$ cat config.mk
export PLATFORM = sky130hd
export DESIGN_NAME = fixed_weight_source_flat
export DESIGN_NICKNAME = d
export VERILOG_FILES = /design/src/rtl/fixed_weight_source_if.sv /design/src/rtl/fixed_weight_source.sv /design/src/flat_wrapper.sv
export SDC_FILE = /design/constraint.sdc
export NUM_CORES = 1
export LEC_CHECK = 0
export BUFFER_PORTS_ARGS = -buffer_cell sky130_fd_sc_hd__buf_2
export CORE_MARGIN = 8
export CORE_UTILIZATION = 45
export CTS_BUF_LIST = sky130_fd_sc_hd__clkbuf_8
export DETAILED_ROUTE_END_ITERATION = 8
export PLACE_DENSITY_LB_ADDON = 0.12
export SLEW_MARGIN = 15
export SYNTH_ARGS = -nofsm -noshare
export SYNTH_HDL_FRONTEND = slang
export SYNTH_SLANG_ARGS = --single-unit
$ cat constraint.sdc
create_clock -name clk -period 17 [get_ports clk]
set_clock_uncertainty 0.05 [all_clocks]
set_input_delay 0 -clock clk [delete_from_list [all_inputs] [get_ports clk]]
set_output_delay 0 -clock clk [all_outputs]
set_load 0.01 [all_outputs]
$ cat src/rtl/fixed_weight_source_if.sv
// Weight-port bundle: tile load stream in, tile replay stream out, with the
// per-tile depth/pass flags the linear layer uses to close its accumulations.
`timescale 1ns/1ps
interface fixed_weight_source_if #(
    parameter int WEIGHT_WIDTH = 16,
    parameter int WEIGHT_SIZE  = 8
);
    logic [WEIGHT_SIZE-1:0][WEIGHT_WIDTH-1:0] load_data;
    logic                                     load_valid;
    logic                                     load_ready;
    logic                                     reload;
    logic [WEIGHT_SIZE-1:0][WEIGHT_WIDTH-1:0] weight;
    logic                                     weight_valid;
    logic                                     weight_ready;
    logic                                     last_depth;
    logic                                     last_tile;

    // master: the weight source itself; slave: the loader/consumer side
    modport master (
        input  load_data, load_valid, reload, weight_ready,
        output load_ready, weight, weight_valid, last_depth, last_tile
    );
    modport slave (
        output load_data, load_valid, reload, weight_ready,
        input  load_ready, weight, weight_valid, last_depth, last_tile
    );
endinterface

$ cat src/rtl/fixed_weight_source.sv
// Buffers one weight matrix as IN_DEPTH*OUT_DEPTH tiles and replays it forever
// at one tile per cycle. `FIXED_WEIGHT_SOURCE_PASS_COUNT_EN adds a pass counter.
`timescale 1ns/1ps
module fixed_weight_source #(
    parameter int WEIGHT_WIDTH = 16,
    parameter int IN_SIZE      = 4,
    parameter int PARALLELISM  = 2,
    parameter int IN_DEPTH     = 3,
    parameter int OUT_DEPTH    = 2
) (
    input  logic                  clk,
    input  logic                  rst,
    fixed_weight_source_if.master bus
`ifdef FIXED_WEIGHT_SOURCE_PASS_COUNT_EN
    ,
    output logic [15:0]           pass_count
`endif
);
    localparam int WEIGHT_SIZE = IN_SIZE * PARALLELISM;
    localparam int TILES       = IN_DEPTH * OUT_DEPTH;
    localparam int PTR_W       = $clog2(TILES) + 1;
    localparam int DEPTH_W     = $clog2(IN_DEPTH) + 1;
    localparam int OUT_W       = $clog2(OUT_DEPTH) + 1;
    localparam int ADDR_W      = (TILES > 1) ? $clog2(TILES) : 1;

    localparam logic [PTR_W-1:0]   LAST_TILE_PTR = PTR_W'(TILES - 1);
    localparam logic [DEPTH_W-1:0] LAST_DEPTH    = DEPTH_W'(IN_DEPTH - 1);
    localparam logic [OUT_W-1:0]   LAST_OUT      = OUT_W'(OUT_DEPTH - 1);

    typedef logic [WEIGHT_SIZE-1:0][WEIGHT_WIDTH-1:0] tile_t;
    typedef enum logic {LOAD, STREAM} state_t;

    state_t              state, next_state;
    tile_t               tile_buf [TILES];
    tile_t               weight_q;
    logic [PTR_W-1:0]    wr_ptr;
    logic [DEPTH_W-1:0]  depth_idx, nxt_depth;
    logic [OUT_W-1:0]    out_idx, nxt_out;
    logic [ADDR_W-1:0]   rd_addr;
    logic                reload_pend;
    logic                load_fire, weight_fire, reload_go, last_write;

    assign bus.load_ready   = (state == LOAD) && rst;
    assign bus.weight_valid = (state == STREAM);
    assign bus.weight       = weight_q;
    assign bus.last_depth   = (depth_idx == LAST_DEPTH) && bus.weight_valid;
    assign bus.last_tile    = bus.last_depth && (out_idx == LAST_OUT);

    assign load_fire   = bus.load_valid && bus.load_ready;
    assign weight_fire = bus.weight_valid && bus.weight_ready;
    assign reload_go   = weight_fire && (reload_pend || bus.reload);
    assign last_write  = load_fire && (wr_ptr == LAST_TILE_PTR);

    // Index of the tile that follows the one currently presented.
    always_comb begin
        // NOTE: every always_comb output gets a default first so no path can infer a latch.
        nxt_depth = depth_idx + DEPTH_W'(1);
        nxt_out   = out_idx;
        if (depth_idx == LAST_DEPTH) begin
            nxt_depth = '0;
            nxt_out   = (out_idx == LAST_OUT) ? '0 : out_idx + OUT_W'(1);
        end
        rd_addr = ADDR_W'(int'(nxt_out) * IN_DEPTH + int'(nxt_depth));
    end

    always_comb begin
        next_state = state;
        case (state)
            LOAD:    if (last_write) next_state = STREAM;
            STREAM:  if (reload_go)  next_state = LOAD;
            default: next_state = LOAD;
        endcase
    end

    always_ff @(posedge clk or negedge rst) begin
        if (!rst) state <= LOAD;
        else      state <= next_state;
    end

    // NOTE: the tile buffer has no reset; a reset forces a full reload before it is read again.
    always_ff @(posedge clk) begin
        if (load_fire) tile_buf[wr_ptr[ADDR_W-1:0]] <= bus.load_data;
    end

    always_ff @(posedge clk or negedge rst) begin
        if (!rst) begin
            wr_ptr      <= '0;
            depth_idx   <= '0;
            out_idx     <= '0;
            reload_pend <= 1'b0;
            weight_q    <= '0;
        end else begin
            case (state)
                LOAD: begin
                    if (last_write) begin
                        wr_ptr <= '0;
                        // A single-tile matrix must see the tile written on this very edge.
                        if (TILES == 1) weight_q <= bus.load_data;
                        else            weight_q <= tile_buf[0];
                    end else if (load_fire) begin
                        wr_ptr <= wr_ptr + PTR_W'(1);
                    end
                end
                STREAM: begin
                    if (bus.reload) reload_pend <= 1'b1;
                    if (reload_go) begin
                        wr_ptr      <= '0;
                        depth_idx   <= '0;
                        out_idx     <= '0;
                        reload_pend <= 1'b0;
                    end else if (weight_fire) begin
                        depth_idx <= nxt_depth;
                        out_idx   <= nxt_out;
                        weight_q  <= tile_buf[rd_addr];
                    end
                end
                default: ;
            endcase
        end
    end

`ifdef FIXED_WEIGHT_SOURCE_PASS_COUNT_EN
    always_ff @(posedge clk or negedge rst) begin
        if (!rst)                               pass_count <= '0;
        else if (reload_go)                     pass_count <= '0;
        else if (weight_fire && bus.last_tile)  pass_count <= pass_count + 16'd1;
    end
`endif

endmodule

$ cat src/flat_wrapper.sv
// flat-port wrapper written by rule: the top's interface ports become plain ports
module fixed_weight_source_flat 
#(
    parameter int WEIGHT_WIDTH = 16,
    parameter int IN_SIZE      = 4,
    parameter int PARALLELISM  = 2,
    parameter int IN_DEPTH     = 3,
    parameter int OUT_DEPTH    = 2
)
  (clk, rst, bus_load_data, bus_load_valid, bus_reload, bus_weight_ready, bus_load_ready, bus_weight, bus_weight_valid, bus_last_depth, bus_last_tile);
  fixed_weight_source_if #(.WEIGHT_WIDTH(WEIGHT_WIDTH)) bus_i ();
  input  logic clk;
  input  logic rst;
  input wire logic [$bits(bus_i.load_data)-1:0] bus_load_data;
  input wire logic [$bits(bus_i.load_valid)-1:0] bus_load_valid;
  input wire logic [$bits(bus_i.reload)-1:0] bus_reload;
  input wire logic [$bits(bus_i.weight_ready)-1:0] bus_weight_ready;
  output wire logic [$bits(bus_i.load_ready)-1:0] bus_load_ready;
  output wire logic [$bits(bus_i.weight)-1:0] bus_weight;
  output wire logic [$bits(bus_i.weight_valid)-1:0] bus_weight_valid;
  output wire logic [$bits(bus_i.last_depth)-1:0] bus_last_depth;
  output wire logic [$bits(bus_i.last_tile)-1:0] bus_last_tile;
  assign bus_i.load_data = bus_load_data;
  assign bus_i.load_valid = bus_load_valid;
  assign bus_i.reload = bus_reload;
  assign bus_i.weight_ready = bus_weight_ready;
  assign bus_load_ready = bus_i.load_ready;
  assign bus_weight = bus_i.weight;
  assign bus_weight_valid = bus_i.weight_valid;
  assign bus_last_depth = bus_i.last_depth;
  assign bus_last_tile = bus_i.last_tile;
  fixed_weight_source #(.WEIGHT_WIDTH(WEIGHT_WIDTH), .IN_SIZE(IN_SIZE), .PARALLELISM(PARALLELISM), .IN_DEPTH(IN_DEPTH), .OUT_DEPTH(OUT_DEPTH)) u_core (.clk(clk), .rst(rst), .bus(bus_i));
endmodule
Yosys cells after proc, flatten, opt, wreduce, memory -nomap -nowiden
Memory sizes are Yosys's and may differ from the RTL's.
Index checks and enable logic that the tools add are counted.
{"block": "word_totals", "word_cells": 64, "ff_bits": 139, "inputBits": 133, "memories": 1, "ramBits": 768, "output_inout_bits": 132}
{"block": "classes", "reduce_logical": 14, "eq_ne": 8, "n_addsub": 4, "multipliers": 1, "mux": 22, "bitwise_logic": 1}
{"memory": "u_core.tile_buf", "words": 6, "width": 128, "rd": 2, "rd_clocked_by_memory_dff": 0, "write_ports": 1, "line_no": "fixed_weight_source.sv:34", "text": "tile_t tile_buf [TILES];"}
{"cell": "2-to-1 mux 128 bit", "count": 3}
{"cell": "one-hot mux 128 bit (2 select lines)", "count": 1}
{"cell": "2-to-1 mux 4 bit", "count": 3}
{"cell": "2-to-1 mux 3 bit", "count": 3}
{"cell": "2-to-1 mux 2 bit", "count": 4}
{"cell": "one-hot mux 4 bit (2 select lines)", "count": 1}
{"cell": "logical AND 1 bit", "count": 7}
{"cell": "2-to-1 mux 1 bit", "count": 6}
{"cell": "inequality test 2 bit, second input constant", "count": 3}
{"cell": "AND reduction 2 bit", "count": 3}
{"cell": "adder 4 x 1 -> 4 bit, second input constant", "count": 1}
{"cell": "== test 4 x 3 -> 1 bit, second input constant", "count": 1}
{"cell": "nonzero test 2 bit", "count": 2}
{"cell": "adder 3 x 1 -> 3 bit, second input constant", "count": 1}
{"cell": "adder 3 bit", "count": 1}
{"cell": "== test 3 x 2 -> 1 bit, second input constant", "count": 1}
{"cell": "multiplier 2 x 2 -> 3 bit, second input constant", "count": 1}
{"cell": "inequality test 3 x 1 -> 1 bit, second input constant", "count": 1}
{"cell": "AND reduction 3 bit", "count": 1}
{"cell": "adder 2 x 1 -> 2 bit, second input constant", "count": 1}
{"cell": "== test 2 x 1 -> 1 bit, second input constant", "count": 1}
{"cell": "inequality test 2 x 1 -> 1 bit, second input constant", "count": 1}
{"cell": "one-hot mux 1 bit (2 select lines)", "count": 1}
{"cell": "logical OR 1 bit", "count": 1}
{"cell": "inverter 1 bit", "count": 1}

Longest topological paths before layout
Gate-level depths: netlist of the first run.
An unclocked memory read counts as a cell.
{"block": "depth", "word_depth": 9, "depth_mapped": 12, "depth_no_buf": 9}

Worst setup path after synthesis of the first run
Ideal clock, no wire load.
{"block": "synth_timing", "path_type": "flip-flop to flip-flop", "from": "reg u_core.state (netlist: u_core.bus.weight_valid)", "to": "mem u_core.tile_buf[4][0] in the netlist's numbering, enable pin", "stages_incl_launch_ff": 4, "path_buffers": 0, "arrival_ns": 13.951, "slack_ns": 2.025, "synth_period_minus_slack_ns": 14.975, "t_required_ns": 15.976, "cell_sequence": "dfrtp_1 > nor2b_1 > nand2_1 > nor4b_1"}
{"block": "synth_between", "elab_chain_cells": 5}
{"item": "start, declared", "line_no": "fixed_weight_source.sv:33", "text": "state_t state, next_state;"}
{"item": "start signal, assigned", "line_no": "fixed_weight_source.sv:77", "text": "else state <= next_state;"}
{"item": "inverter 1 bit", "line_no": "fixed_weight_source.sv:43", "text": "assign bus.load_ready = (state == LOAD) && rst;"}
{"item": "logical AND 1 bit", "line_no": "fixed_weight_source.sv:43"}
{"item": "net bus_load_ready", "line_no": "flat_wrapper.sv:18", "text": "output wire logic [$bits(bus_i.load_ready)-1:0] bus_load_ready;"}
{"item": "logical AND 1 bit", "line_no": "fixed_weight_source.sv:49", "text": "assign load_fire = bus.load_valid && bus.load_ready;"}
{"item": "2-to-1 mux 1 bit", "line_no": "fixed_weight_source.sv:82", "text": "if (load_fire) tile_buf[wr_ptr[ADDR_W-1:0]] <= bus.load_data;"}
{"item": "2-to-1 mux 1 bit (implied by the code)", "line_no": "fixed_weight_source.sv:82"}
{"item": "end, declared", "line_no": "fixed_weight_source.sv:34"}
The timed path passes the listed nets, and every way through them passes these cells.

Worst setup path after layout of the first run
{"block": "layout_timing", "from": "reg u_core.depth_idx[0]", "to": "reg u_core.weight_q, in the netlist u_core.bus.weight[86]"}
{"block": "layout_between", "elab_chain_cells": 8, "word_cells_on_any_way": 10}
{"item": "start, declared", "line_no": "fixed_weight_source.sv:37", "text": "logic [DEPTH_W-1:0] depth_idx, nxt_depth;"}
{"item": "start signal, assigned", "line_no": "fixed_weight_source.sv:112", "text": "depth_idx <= nxt_depth;"}
{"item": "== test 3 x 2 -> 1 bit", "line_no": "fixed_weight_source.sv:59", "text": "if (depth_idx == LAST_DEPTH) begin"}
{"item": "2-to-1 mux 2 bit", "line_no": "fixed_weight_source.sv:59"}
{"item": "multiplier 2 x 2 -> 3 bit", "line_no": "fixed_weight_source.sv:63", "text": "rd_addr = ADDR_W'(int'(nxt_out) * IN_DEPTH + int'(nxt_depth));"}
{"item": "adder 3 bit (*)", "line_no": "fixed_weight_source.sv:63"}
{"item": "memory (6 x 128 bit) (*)"}
{"item": "2-to-1 mux 128 bit (*)", "line_no": "fixed_weight_source.sv:111", "text": "end else if (weight_fire) begin"}
{"item": "2-to-1 mux 128 bit (*)", "line_no": "fixed_weight_source.sv:106", "text": "if (reload_go) begin"}
{"item": "one-hot mux 128 bit (2 select lines) (*)", "line_no": "fixed_weight_source.sv:93", "text": "case (state)"}
{"item": "end signal, assigned", "line_no": "fixed_weight_source.sv:98", "text": "if (TILES == 1) weight_q <= bus.load_data;"}
{"item": "end signal, assigned", "line_no": "fixed_weight_source.sv:99", "text": "else weight_q <= tile_buf[0];"}
{"item": "end signal, assigned", "line_no": "fixed_weight_source.sv:114", "text": "weight_q <= tile_buf[rd_addr];"}
{"item": "end, declared", "line_no": "fixed_weight_source.sv:35", "text": "tile_t weight_q;"}
Mark *: on every way between the ends. The rest lies on a longest branch, timed or not. The select of a mux whose other input is x is not followed.
A chain may end at the register's enable or synchronous reset.

==> results of run 1 <==
synth_stat cells (3+ instances only):
| cell type | instances |
|---|---|
| a211oi_1 | 128 |
| mux4_2 | 128 |
| a311oi_1 | 30 |
| a21oi_1 | 7 |
| nor4b_1 | 3 |
| o31ai_1 | 3 |
| nor3b_1 | 130 |
| buf_4 | 18 |
| nand2_1 | 9 |
| nor2_1 | 7 |
| buf_1 | 3 |
| edfxtp_1 | 768 |
| clkbuf_1 | 99 |
| o21ai_0 | 7 |
| a311oi_2 | 98 |
| dfrtp_1 | 139 |
| buf_2 | 40 |
| ha_1 | 4 |
| mux2i_1 | 129 |
| nor3_1 | 131 |
per-layer routing:
layer | track usage | share of wire | vias to the layer above | wire, um
met5 | 0 | 0.00029 | - | 27
met4 | 0.0606 | 0.020 | 4 | 1850
met3 | 0.0420 | 0.056 | 150 | 5120
met2 | 0.342 | 0.50 | 597 | 45800
met1 | 0.268 | 0.43 | 10900 | 39400
li1 | - | - | 9168 | -
state kept, by name, indices dropped and copies added, names as in the netlist:
| register | count |
|---|---|
| u_core.reload_pend | 1 |
| u_core.depth_idx | 3 |
| u_core.tile_buf | 768 |
| u_core.out_idx | 2 |
| u_core.wr_ptr | 4 |
| u_core.bus.weight_valid | 1 |
| u_core.bus.weight | 128 |
final cells by class:
cell class / instances / share of cell area
Sequential cell: 907 / 0.600
Multi-Input combinational cell: 839 / 0.204
Timing Repair Buffer: 571 / 0.0977
Clock buffer: 170 / 0.0529
Tap cell: 1060 / 0.0300
Clock inverter: 116 / 0.0143
Antenna cell: 5 / 0.000283
Inverter: 2 / 0.000170
final timing paths:
check / start / endpoint / slack [ns] / depth (start not counted)
max in group asynchronous: rst / u_core.bus.weight_valid / 15.53 / 4
worst min register to register: u_core.wr_ptr[3] / u_core.wr_ptr[3] / 0.52 / 2
worst min-delay path: bus_load_data[63] / u_core.tile_buf[2][63] / 0.05 / 2
worst max register to register: u_core.depth_idx[0] / u_core.bus.weight[86] / 11.89 / 11
min in group asynchronous: rst / u_core.bus.weight[110] / 0.37 / 4
worst max-delay path: u_core.depth_idx[0] / u_core.bus.weight[86] / 11.89 / 11
kinds of logic after synthesis:
group	after synthesis	share of synthesized area
flip-flops	907	0.733
AND/OR/NAND/NOR	294	0.0504
AO/OA/AOI/OAI	277	0.0778
multiplexers	259	0.116
buffers and inverters	163	0.0203
XOR/XNOR	5	0.00162
adder cells (fa/ha/maj)	4	0.00138
power groups by stage:
stage          logic, mW  clock network, mW  registers, mW
6_report            1.80               1.87           2.91
5_1_grt             1.94               2.02           2.93
4_1_cts             1.84               1.92           2.91
3_5_place_dp        1.78                  0           2.95
3_3_place_gp        1.76                  0           2.94
2_1_floorplan       1.17                  0           3.00
through the flow:
| stage | hold slack, ns | utilization | cells |
|---|---|---|---|
| after global placement | -0.00531 | 0.481 | 3117 |
| final | 0.0460 | 0.552 | 3670 |
| after detailed placement | 0.0000616 | 0.481 | 3117 |
| after CTS | 0.000926 | 0.551 | 3665 |
| after global routing | 0.0232 | 0.551 | 3669 |
| after floorplan | -0.346 | - | 1909 |
worst reg2reg max path: cells and delay by family (launching register included):
kind | cells | cell delay, ns
flops | 1 | 0.54
compound gates | 2 | 0.34
fa+ha+maj | 2 | 0.51
buf+inv | 2 | 1.77
simple gates | 4 | 0.84
xor+xnor | 1 | 0.96
==> results.md, run 1 <==
* Most frequent cells in the layout: edfxtp_1 (768), buf_2 (263), dlygate4sd3_1 (261)
* Top cell family by delay on the critical path: buffers and inverters
* Crit path time final at 5.11 ns
* Crit path launch type: flip-flop
* Root buffer cell: clkbuf_8
* Sw Pwr at 2.08 mW
* Pwr dens at 149 nW/um^2
* Worst min-delay path class: in -> reg
* Yosys top cell by area: edfxtp_1
* Mapped Avg Cell Area at 19.0 sq um
* Final Instance Area at 44200 sq um
* Worst rel slew slack at 0.222
* Area of the multi-input gates at 9030 sq um
* Area contributors post-synth: edfxtp_1 (64%), dfrtp_1 (9.6%), mux4_2 (8.0%), a311oi_2 (4.1%), mux2i_1 (3.6%)
* Synth Flop Type: edfxtp_1
* Routed WL at 92200 um
* First-pass GRT wire length at 140000 um
* Max-slew violations at 0
* Max-cap violation count at 0
* Flop pwr share at 0.442
* Synth Warn # at 0
* Clk pin slew, worst setup/hold paths at 0.06 ns
* Share of layout cells above drive strength 1 at 0.290
* Switching Share at 0.316
* P&R area growth vs syn at 22.0%
* Initial core utilization at 0.452
* CP Max Fanout at 70
* Fin crit share at 0.301
* Antenna Nets Post-Route at 0
* DP HPWL at 46800 um
* Setup crit end kind: flip-flop
* PostCTS Resize Cnt at 0
* Initial DRC Count at 1368
* Unique masters post-synth at 38
* Pin count of the biggest net entering global routing at 111
* Placed Area at 38600 sq um
* Clock sink total at 907
* Core area at 80200 sq um
* Critical Path Max Stage Delay at 0.96 ns
* TritonCTS buffer count at 153
* WL/cell at 25.1 um
* Row cnt at 104
* Post-synth EDFFs at 768
* Pre-Repair DR Iteration Count at 7
* GRT Resource Usage Total at 0.204
* Final setup margin at 11.89 ns
* Seq/Total Area, Yosys at 0.733
* Vias in the first global route at 22400
* Leak at 15.0 nW
* Most common cell after layout, fill and taps aside: edfxtp_1
* Status: complete, no violations
* Setup-failing EPs final at 0
* Layout fillers at 6492
* Die Height at 300 um
* Yosys reg bits at 907
* Via-to-Cell Ratio at 5.67
* Combinational power share at 0.274
* Cells after synthesis at 1909
* Area of the die at 89800 sq um
* Setup TNS at 0 ns
* Grt ovf at 0
* IO buf count at 264
* Skew-Pair Late Insertion Delay at 0.78 ns
* Fmax at 196 MHz
* CTS tree: yes
* Design internal power at 4.50 mW
* WP data required at 17.62 ns
* PnR Total Power at 6.57 mW
* Initial antenna violation count at 9
* # nets final at 2611
* Pre-CTS WS at 11.85 ns
* Peak VDD IR at 151 uV
* DR vias at 20800
* Least-Margin Pin Slew at 1.17 ns
* CTS Hold Bufs at 262
* # H-tree levels at 4
* Ys async rst share at 0.153
* Clock power share at 0.284
* Post-route DRC violation count at 0
* Clock tree buffer depth at 3
* Syn nets at 2046
* Proportion of netlist area held by the largest area contributor at 0.637
* Die width at 300 um
* Final hold vios at 0
* IO Pins at 265
* Cells along the critical path: nor3b_4 -> nor2_1 -> nand2_1 -> o21ai_0 -> ha_1 -> ha_4 -> xnor3_4 -> buf_4 -> buf_4 -> nor3_1 -> a311oi_2
* Slowest cell on crit path: xnor3_4
* Worst path most repeated cell: buf_4
* Post-CTS setup buffers at 0
* Crit path arrival time at 5.73 ns
* Crit path buf inv count at 2
* Storage cell area at 26500 sq um
* RSZ-0062 raised after global routing: false
* GP Congestion at 0.725
* Worst Setup Path Type: reg -> reg
* Mapped Area at 36200 sq um
Power figures use the tool's default switching activity.
==> run 2, diff against run 1 <==
Clock period 17 ns to 5.3 ns, I/O delays scaled along.
==> run 2 against run 1 <==
Net effect: non-clock buffer count is 1 lower; sequential share of layout area is 0.46 points lower; largest cell class unchanged; sequential power grew to 3.2 times the previous value; total power grew to 3.2 times the previous value; largest power group unchanged; fmax is 38% higher.
==> results.md, run 2 (same netlist as run 1, synthesis figures left out) <==
* Clk pin slew, worst setup/hold paths at 0.06 ns (about the same)
* Final Instance Area at 44600 sq um (was 44200 sq um)
* Fmax at 269 MHz (was 196 MHz)
* Grt ovf at 0 (unchanged)
* Row cnt at 104 (unchanged)
* # nets final at 2610 (was 2611)
* Pwr dens at 478 nW/um^2 (was 149 nW/um^2)
* Most frequent cells in the layout: edfxtp_1 (768), dlygate4sd3_1 (266), buf_2 (263) (was edfxtp_1 (768), buf_2 (263), dlygate4sd3_1 (261))
* Post-route DRC violation count at 0 (unchanged)
* # H-tree levels at 4 (unchanged)
* Pin count of the biggest net entering global routing at 147 (was 111)
* WP data required at 5.86 ns (was 17.62 ns)
* Max reg flops at 768 (unchanged)
* Routed WL at 91600 um (was 92200 um)
* Setup-failing EPs final at 0 (unchanged)
* Max-cap violation count at 0 (unchanged)
* DP HPWL at 45200 um (was 46800 um)
* Slowest cell on crit path: ha_4 (was xnor3_4)
* Cells along the critical path: nor3b_4 -> xnor2_1 -> o21ai_0 -> ha_1 -> ha_4 -> buf_4 -> mux4_2 -> nor3_1 -> a311oi_2 (was nor3b_4 -> nor2_1 -> nand2_1 -> o21ai_0 -> ha_1 -> ha_4 -> xnor3_4 -> buf_4 -> buf_4 -> nor3_1 -> a311oi_2)
* GRT Resource Usage Total at 0.203 (was 0.204)
* Crit path time final at 3.71 ns (was 5.11 ns)
* Via-to-Cell Ratio at 5.62 (was 5.67)
* Share of layout cells above drive strength 1 at 0.290 (about the same)
* Worst min-delay path class: in -> reg (unchanged)
* Initial DRC Count at 1117 (was 1368)
* Die Height at 300 um (unchanged)
* Crit path arrival time at 4.27 ns (was 5.73 ns)
* Clock sink total at 907 (unchanged)
* Vias in the first global route at 22500 (was 22400)
* Initial antenna violation count at 7 (was 9)
* Peak VDD IR at 484 uV (was 151 uV)
* Worst rel slew slack at 0.409 (was 0.222)
* P&R area growth vs syn at 23.0% (was 22.0%)
* Critical Path Max Stage Delay at 0.84 ns (was 0.96 ns)
* Leak at 15.1 nW (was 15.0 nW)
* Status: complete, no violations (unchanged)
* Antenna Nets Post-Route at 0 (unchanged)
* RSZ-0062 raised after global routing: false (unchanged)
* CP Max Fanout at 42 (was 70)
* First-pass GRT wire length at 140000 um (about the same)
* Sw Pwr at 6.58 mW (was 2.08 mW)
* Inst Count DP at 3111 (was 3117)
* IO Pins at 265 (unchanged)
* Storage cell area at 26500 sq um (about the same)
* Design internal power at 14.7 mW (was 4.50 mW)
* GP Congestion at 0.737 (was 0.725)
* Clock tree buffer depth at 3 (unchanged)
* Die width at 300 um (unchanged)
* Area of the multi-input gates at 9080 sq um (was 9030 sq um)
* Skew-Pair Late Insertion Delay at 0.78 ns (about the same)
* Area of the die at 89800 sq um (unchanged)
* Setup crit end kind: flip-flop (unchanged)
* Pre-Repair DR Iteration Count at 5 (was 7)
* Layout fillers at 6358 (was 6492)
* PostCTS Resize Cnt at 0 (unchanged)
* Flop pwr share at 0.439 (was 0.442)
* Crit path launch type: flip-flop (unchanged)
* Clock power share at 0.287 (was 0.284)
* Root buffer cell: clkbuf_8 (unchanged)
* Worst Setup Path Type: reg -> reg (unchanged)
* Least-Margin Pin Slew at 0.886 ns (was 1.17 ns)
* Switching Share at 0.309 (was 0.316)
* Most common cell after layout, fill and taps aside: edfxtp_1 (unchanged)
* Core area at 80200 sq um (unchanged)
* DR vias at 20600 (was 20800)
* Final hold vios at 0 (unchanged)
* Final Non-Filler Cells at 3668 (was 3670)
* Placed Area at 38800 sq um (was 38600 sq um)
* Max-slew violations at 0 (unchanged)
* TritonCTS buffer count at 153 (unchanged)
* Fin crit share at 0.700 (was 0.301)
* Initial core utilization at 0.452 (unchanged)
* WL/cell at 25.0 um (was 25.1 um)
* Combinational power share at 0.274 (about the same)
* CTS tree: yes (unchanged)
* IO buf count at 264 (unchanged)
-- run 2: routing by layer --
metal | GRT usage | up-vias | share of wire
li1 | - | 9142 | -
met1 | 0.256 | 10800 | 0.41
met2 | 0.346 | 543 | 0.51
met5 | 0 | - | 0
met4 | 0.0700 | 0 | 0.027
met3 | 0.0465 | 160 | 0.054
-- run 2: final timing paths --
kind / start / end / slack (ns) / cells after the start
setup reg to reg: u_core.depth_idx[0] / u_core.bus.weight[64] / 1.59 / 9
hold / removal: bus_weight_ready / u_core.wr_ptr[3] / 0.27 / 5
setup / recovery: u_core.depth_idx[0] / u_core.bus.weight[64] / 1.59 / 9
max in group asynchronous: rst / u_core.bus.weight[74] / 3.61 / 5
hold reg to reg: u_core.wr_ptr[3] / u_core.wr_ptr[3] / 0.49 / 2
min in group asynchronous: rst / u_core.bus.weight[22] / 0.34 / 4
-- run 2: power by group through the flow --
stage | logic, mW | registers [mW] | clock network (mW)
2_1_floorplan | 3.78 | 9.51 | 0
3_3_place_gp | 5.72 | 9.45 | 0
3_5_place_dp | 5.80 | 9.47 | 0
4_1_cts | 5.98 | 9.35 | 6.28
5_1_grt | 6.31 | 9.43 | 6.57
6_report | 5.84 | 9.34 | 6.10
-- run 2: layout make-up --
cell class,count,area share
tap,1060,0.0298
multi-input combinational,839,0.204
sequential,907,0.596
clock buffer,185,0.0572
clock inverter,96,0.0114
timing repair buffer,570,0.101
inverter,2,0.000169
antenna,9,0.000506
-- run 2: repair_timing --
action / 4_1_cts / 5_1_grt
endpoints found under the hold margin: 918 / 0
endpoints found under the setup margin: 0 / 0
hold buffers: 267 / 0
buffers inserted: 0 / 0
-- run 2: critical path, delay by kind of cell (launching register included) --
family / cells / cell delay [ns]
multiplexers: 1 / 0.36
flip-flops: 1 / 0.54
adder cells (fa/ha/maj): 2 / 1.19
XOR/XNOR: 1 / 0.15
AO/OA/AOI/OAI: 2 / 0.16
AND/OR/NAND/NOR: 2 / 0.63
buffers and inverters: 1 / 0.43
-- run 2: stage by stage --
stage               hold slack (ns)  power [mW]  TNS (ns)  utilization  setup WS, ns
global placement            -0.0416        15.2         0        0.484          1.63
finish                        0.273        21.3         0        0.556          1.59
global route                  0.247        22.3         0        0.556          1.33
CTS                           0.196        21.6         0        0.556          1.55
floorplan                    -0.346        13.3    -33.99            -        -0.112
detailed placement          -0.0388        15.3         0        0.484          1.56
